[src/rtl/cpu_pkg.sv]
// cpu_pkg: shared fetch-stage types and constants.
// Reset PC, fetch FSM encoding, extender modes, IF/ID bundle.
package cpu_pkg;

  localparam logic [31:0] RESET_PC = 32'h0000_3000;
  localparam logic [31:0] IMEM_LO  = 32'h0000_3000;
  localparam logic [31:0] IMEM_HI  = 32'h0000_6FFF;

  localparam logic [3:0] EXT_ZERO  = 4'd0;
  localparam logic [3:0] EXT_SIGN  = 4'd1;
  localparam logic [3:0] EXT_UPPER = 4'd2;

  typedef enum logic [1:0] {
    S_REQ  = 2'd0,
    S_WAIT = 2'd1,
    S_HOLD = 2'd2
  } if_state_e;

  typedef struct packed {
    logic        valid;
    logic [31:0] instr;
    logic [31:0] pc;
    logic [31:0] pc8;
    logic [15:0] imm;
    logic [3:0]  ext_sel;
  } if_id_t;

endpackage

[src/rtl/ext_sel_dec.sv]
// ext_sel_dec: opcode to immediate-extender mode.
// Logical-immediate ops zero-extend, lui shifts up, rest sign-extend.
module ext_sel_dec
  import cpu_pkg::*;
(
  input  logic [5:0] op,
  output logic [3:0] sel
);

  // Opcode classification
  always_comb begin
    sel = EXT_SIGN;
    unique case (1'b1)
      (op inside {6'h0C, 6'h0D, 6'h0E}): sel = EXT_ZERO;
      (op == 6'h0F):                     sel = EXT_UPPER;
      default:                           sel = EXT_SIGN;
    endcase
  end

endmodule

[src/rtl/if_id_stage.sv]
// if_id_stage: fetch FSM and IF/ID register with delay-slot redirect.
// Optional fetch address check enabled by macro IF_ADEL_CHECK_EN.
module if_id_stage
  import cpu_pkg::*;
(
  input  logic        clk,
  input  logic        reset_n,
  output logic        imem_req,
  output logic [31:0] imem_addr,
  input  logic        imem_gnt,
  input  logic        imem_rvalid,
  input  logic [31:0] imem_rdata,
  input  logic        stall,
  input  logic        br_taken,
  input  logic [31:0] br_target,
  input  logic        flush,
  input  logic [31:0] flush_pc,
  output logic        id_valid,
  output logic [31:0] id_instr,
  output logic [31:0] id_pc,
  output logic [31:0] id_pc8,
  output logic [15:0] id_imm,
  output logic [3:0]  id_ext_sel
`ifdef IF_ADEL_CHECK_EN
  ,
  output logic        id_exc_adel
`endif
);

  if_state_e   state, state_nx;
  logic [31:0] pc, pc_nx;
  logic [31:0] pend, pend_nx;
  logic        pend_v, pend_v_nx;
  logic        drop, drop_nx;
  logic [31:0] hbuf;
  logic        buf_we;
  logic        load;
  logic [31:0] word;
  logic [3:0]  ext;
  logic        adel;
  if_id_t      ifid;

`ifdef IF_ADEL_CHECK_EN
  assign adel = (pc[1:0] != 2'b00)
             || (pc < IMEM_LO)
             || (pc > IMEM_HI);
`else
  assign adel = 1'b0;
`endif

  assign imem_req  = (state == S_REQ) && !adel;
  assign imem_addr = pc;

  ext_sel_dec u_dec (
    .op  (word[31:26]),
    .sel (ext)
  );

  // Next state, next pc, redirect and drop bookkeeping
  always_comb begin
    state_nx  = state;
    pc_nx     = pc;
    pend_nx   = pend;
    pend_v_nx = pend_v;
    drop_nx   = drop;
    buf_we    = 1'b0;
    load      = 1'b0;
    word      = imem_rdata;
    if (flush) begin
      pc_nx     = flush_pc;
      pend_v_nx = 1'b0;
      unique case (state)
        S_REQ: begin
          if (imem_req && imem_gnt) begin
            state_nx = S_WAIT;
            drop_nx  = 1'b1;
          end
        end
        S_WAIT: begin
          if (imem_rvalid) begin
            state_nx = S_REQ;
            drop_nx  = 1'b0;
          end else begin
            drop_nx = 1'b1;
          end
        end
        S_HOLD:  state_nx = S_REQ;
        default: state_nx = S_REQ;
      endcase
    end else begin
      if (br_taken && !stall) begin
        pend_nx   = br_target;
        pend_v_nx = 1'b1;
      end
      unique case (state)
        S_REQ: begin
          if (adel && !stall) begin
            load = 1'b1;
            word = '0;
          end else if (imem_req && imem_gnt) begin
            state_nx = S_WAIT;
          end
        end
        S_WAIT: begin
          if (imem_rvalid) begin
            if (drop) begin
              drop_nx  = 1'b0;
              state_nx = S_REQ;
            end else if (stall) begin
              buf_we   = 1'b1;
              state_nx = S_HOLD;
            end else begin
              load = 1'b1;
            end
          end
        end
        S_HOLD: begin
          if (!stall) begin
            load = 1'b1;
            word = hbuf;
          end
        end
        default: state_nx = S_REQ;
      endcase
      if (load) begin
        state_nx  = S_REQ;
        pend_v_nx = 1'b0;
        if (br_taken && !stall)
          pc_nx = br_target;
        else if (pend_v)
          pc_nx = pend;
        else
          pc_nx = pc + 32'd4;
      end
    end
  end

  // Fetch control registers
  always_ff @(posedge clk or negedge reset_n) begin
    if (!reset_n) begin
      state  <= S_REQ;
      pc     <= RESET_PC;
      pend   <= '0;
      pend_v <= 1'b0;
      drop   <= 1'b0;
      hbuf   <= '0;
    end else begin
      state  <= state_nx;
      pc     <= pc_nx;
      pend   <= pend_nx;
      pend_v <= pend_v_nx;
      drop   <= drop_nx;
      if (buf_we)
        hbuf <= imem_rdata;
    end
  end

  // IF/ID pipeline register: load, hold on stall, else bubble
  always_ff @(posedge clk or negedge reset_n) begin
    if (!reset_n) begin
      ifid.valid   <= 1'b0;
      ifid.instr   <= '0;
      ifid.pc      <= '0;
      ifid.pc8     <= 32'h0000_0008;
      ifid.imm     <= '0;
      ifid.ext_sel <= EXT_ZERO;
    end else if (flush) begin
      ifid.valid <= 1'b0;
    end else if (load) begin
      ifid.valid   <= 1'b1;
      ifid.instr   <= word;
      ifid.pc      <= pc;
      ifid.pc8     <= pc + 32'd8;
      ifid.imm     <= word[15:0];
      ifid.ext_sel <= ext;
    end else if (!stall) begin
      ifid.valid <= 1'b0;
    end
  end

`ifdef IF_ADEL_CHECK_EN
  // Address-error flag travels with the IF/ID word
  always_ff @(posedge clk or negedge reset_n) begin
    if (!reset_n)
      id_exc_adel <= 1'b0;
    else if (flush)
      id_exc_adel <= 1'b0;
    else if (load)
      id_exc_adel <= (state == S_REQ);
    else if (!stall)
      id_exc_adel <= 1'b0;
  end
`endif

  assign id_valid   = ifid.valid;
  assign id_instr   = ifid.instr;
  assign id_pc      = ifid.pc;
  assign id_pc8     = ifid.pc8;
  assign id_imm     = ifid.imm;
  assign id_ext_sel = ifid.ext_sel;

endmodule

[config.mk]
export PLATFORM = sky130hd
export DESIGN_NAME = if_id_stage
export DESIGN_NICKNAME = d
export VERILOG_FILES = /design/src/rtl/cpu_pkg.sv /design/src/rtl/ext_sel_dec.sv /design/src/rtl/if_id_stage.sv
export SDC_FILE = /design/constraint.sdc
export NUM_CORES = 1
export LEC_CHECK = 0
export CORE_MARGIN = 2
export CORE_UTILIZATION = 40
export DETAILED_ROUTE_END_ITERATION = 12
export PLACE_DENSITY_LB_ADDON = 0.25
export SLEW_MARGIN = 25
export SYNTH_ARGS = -nofsm -noshare
export SYNTH_HDL_FRONTEND = slang
export SYNTH_SLANG_ARGS = --single-unit
export TNS_END_PERCENT = 50
[constraint.sdc]
create_clock -name clk -period 2.1 [get_ports clk]
set_input_delay 0.42 -clock clk [delete_from_list [all_inputs] [get_ports clk]]
set_output_delay 0.42 -clock clk [all_outputs]
set_load 0.05 [all_outputs]
==> metrics.md <==
| Metric | Value |
|---|---|
| Status | finished, final reports clean |
| Required @ worst endpoint | 1680 ps |
| RSZ-0062 raised after global routing | true |
| Crit start category | flip-flop |
| Syn avg cell area | 9.30 sq um |
| Die Span Y | 161 um |
| Top cell type's share of synthesized area | between 40% and 50% |
| Clock Pin Slew Worst Setup and Hold Paths | 80 ps |
| Predominant post-synthesis flop cell | dfrtp_1 |
| Seq/Total Area, Yosys | 49.7% |
| CP Class | reg2out |
| Core Rows | 57 |
| RePlAce Congestion | 0.897 |
| Syn. warnings | 0 |
| Yosys reg bits | between 150 and 200 |
| Hold depth | 2 |
| Max cap viols | 0 |
| First-pass GRT wire length | 47,200 um |
| Cells after DPL | 1,645 |
| Crit-path cells | clkdlybuf4s50_1 |
| DRT iter0 DRCs | ~700 |
| First drt pass iteration count | 7 |
| Overall routing resource usage | 23.1% |
| Share of cells above drive strength 1 | 19.5% |
| Input/output buffers | 250 |
| Number of H-tree levels | 4 |
| Antenna violations before repair | 0 |
| Minimum clock period | roughly 2100 ps |
| Largest area contributor in the netlist | dfrtp_1 |
| Max stage delay on crit path | 810 ps |
| Worst EP arrival | 1630 ps |
| Hold_ws | 472 ps |
| Worst Path Buf+Inv | 1 |
| Initial Util | 40.7% |
| Post-CTS Repair Setup Buffers | 0 |
| Total grt overflow | 0 |
| Area grow syn2layout | 39.4% |
| Ys async rst share | between 90% and 100% |
| Endpoint type of the worst setup path | output port |
| Nets | around 1,400 |
| Leading post-synthesis cells by cell area | dfrtp_1, nand2_1, o21ai_0 |
| Root buf cell | clkbuf_16 |
| Routed Wire Length | 29,600 um |
| Worst-Margin Slew | about 590 ps |
| Slew HR | 60.6% |
| CTS sink count | 196 |
| CTS buffer count | 17 |
| # fillers | 2,150 |
| Tcrit/Tclk final | between 90% and 100% |
| Cells after Synth | 1,062 |
| Worst path depth | 1 |
| Max-slew violation count | 0 |
| ANT nets after route | 0 |
| CTS tree | yes |
| Final setup fails | 0 |
| Setup tns final | 0 ps |
| Count leader, synth | nand2_1 |
| Die width | roughly 160 um |
| Post-DP HPWL | 22,200 um |
| Area of the mapped netlist | around 9900 sq um |
| Clock Latency Late Sink | 440 ps |
| Worst Skew | 16.1 ps |
| Vias | 8,730 |
| Number of global-route vias before repair | 8,421 |
| P_leak | between 6 and 7 nW |
| Post-synth EDFFs | 0 |
| Finished Layout Cells | 1,678 |
| Core ar. | 24,200 sq um |
| Vias per std cell | 5.20 |
| Maximum vdd drop | 0.742 mV |
| Maximum clock frequency | a little under 0.5 GHz |
| Drc violations | 0 |
| Largest net degree at the start of global routing | 122 |
| Family with the most delay on the worst path | buffers and inverters |
| Routed wire per std cell | 17.7 um |
| Critical-path top delay cell | clkdlybuf4s50_1 |
| Die area | approximately 26,000 sq um |
| Final Hold Viols | 0 |
| CP max FO | 3 |
| Most frequent cells after synthesis | nand2_1, dfrtp_1, o21ai_0 |
| Clk buf depth | 2 |
| Antenna diodes | 0 |
| Hold Path Class | reg2reg |
| Synth cell types | 66 |
| PD cells | between 1000 and 1500 nW/um^2 |
| R2R depth | 7 |
| Io pins | 253 |
==> area by class of cell <==
cell class	instances	area, sq um	share of cell area, %
well taps	324	405	2.94
repair buffers	364	3390	24.6
flip-flops and latches	196	4910	35.7
multi-input cells	749	4410	32.1
clock inverters	14	161	1.17
clock buffers	18	439	3.19
inverters	13	48.8	0.354
==> final timing paths <==
| check | start | to | slack [ps] |
|---|---|---|---|
| hold / removal | pend[19] | pend[19] | 470 |
| min in group asynchronous | reset_n | id_instr[21] | 510 |
| hold reg to reg | pend[19] | pend[19] | 470 |
| setup reg to reg | state[1] | id_pc8[16] | 90 |
| max in group asynchronous | reset_n | hbuf[4] | 930 |
| setup / recovery | imem_addr[1] | imem_addr[1] | 50 |
==> registers in the layout (all words and copies together) (netlist names) <==
| register | flops |
|---|---|
| hbuf | 32 |
| id_valid | 1 |
| imem_addr | 32 |
| pend | 32 |
| id_pc | 32 |
| id_ext_sel | 2 |
| id_instr | 32 |
| state | 2 |
| id_pc8 | 29 |
| drop | 1 |
| pend_v | 1 |
==> cell families after synthesis <==
family / share of synthesized area [%]
buffers and inverters: 6.21
muxes: 7.10
other: 0.0380
xor gates and xnor gates: 3.02
DFF: 49.7
and+or+nand+nor: 19.5
adders and majority gates: 0.634
AOI/OAI and AO/OA: 13.8
==> power breakdown <==
part	switching, mW	internal (mW)
clock network	1.59	1.74
registers	0.891	5.14
logic	6.49	3.35
total	8.97	10.2
==> layout by cell type (no fill, tap or decap), types with 14 or more instances in the layout <==
cell type	Yosys	routed
xor2_1	21	21
clkbuf_16	0	18
clkdlybuf4s50_1	0	177
nand2_1	305	305
a21oi_1	25	25
nor2_1	30	29
buf_4	30	160
mux2_2	32	32
mux2i_1	34	34
dfrtp_1	193	193
nand4_1	25	25
o21ai_0	90	89
nand3_1	20	20
a222oi_1	14	14
==> worst reg2reg max path, cell delays in order, from the launching register on <==
cell and delay (ps):
dfrtp_1 360, inv_1 90, ha_1 200, and3b_1 220
buf_4 160, o21ai_4 200, clkbuf_16 380, o21ai_0 270
==> metal layers <==
layer | routed length (um) | vias to the layer above | GRT usage, %
met1 | 13700 | 4160 | 33.3
met4 | 326 | 0 | 4.91
met5 | 0 | - | 0
met3 | 2130 | 27 | 5.14
met2 | 13500 | 333 | 35.8
li1 | - | 4210 | -
==> stage by stage <==
step	utilization (%)	total power [mW]	area, sq um	setup WS, ps
after global routing	56.8	20.2	13800	-44.1
after CTS	56.5	19.3	13700	5.96
after global placement	54.0	15.8	13100	-260
after detailed placement	54.0	16.0	13100	-232
final	56.8	19.2	13800	49.5
after floorplan	-	12.5	9880	31.8
==> timing repair <==
item | 4_1_cts | 5_1_grt
gates resized for setup | 2 | 25
hold buffers | 1 | 0
hold endpoints to repair | 45 | 0
endpoints found under the setup margin | 2 | 50
No activity file was read; power rests on OpenSTA's default activity.
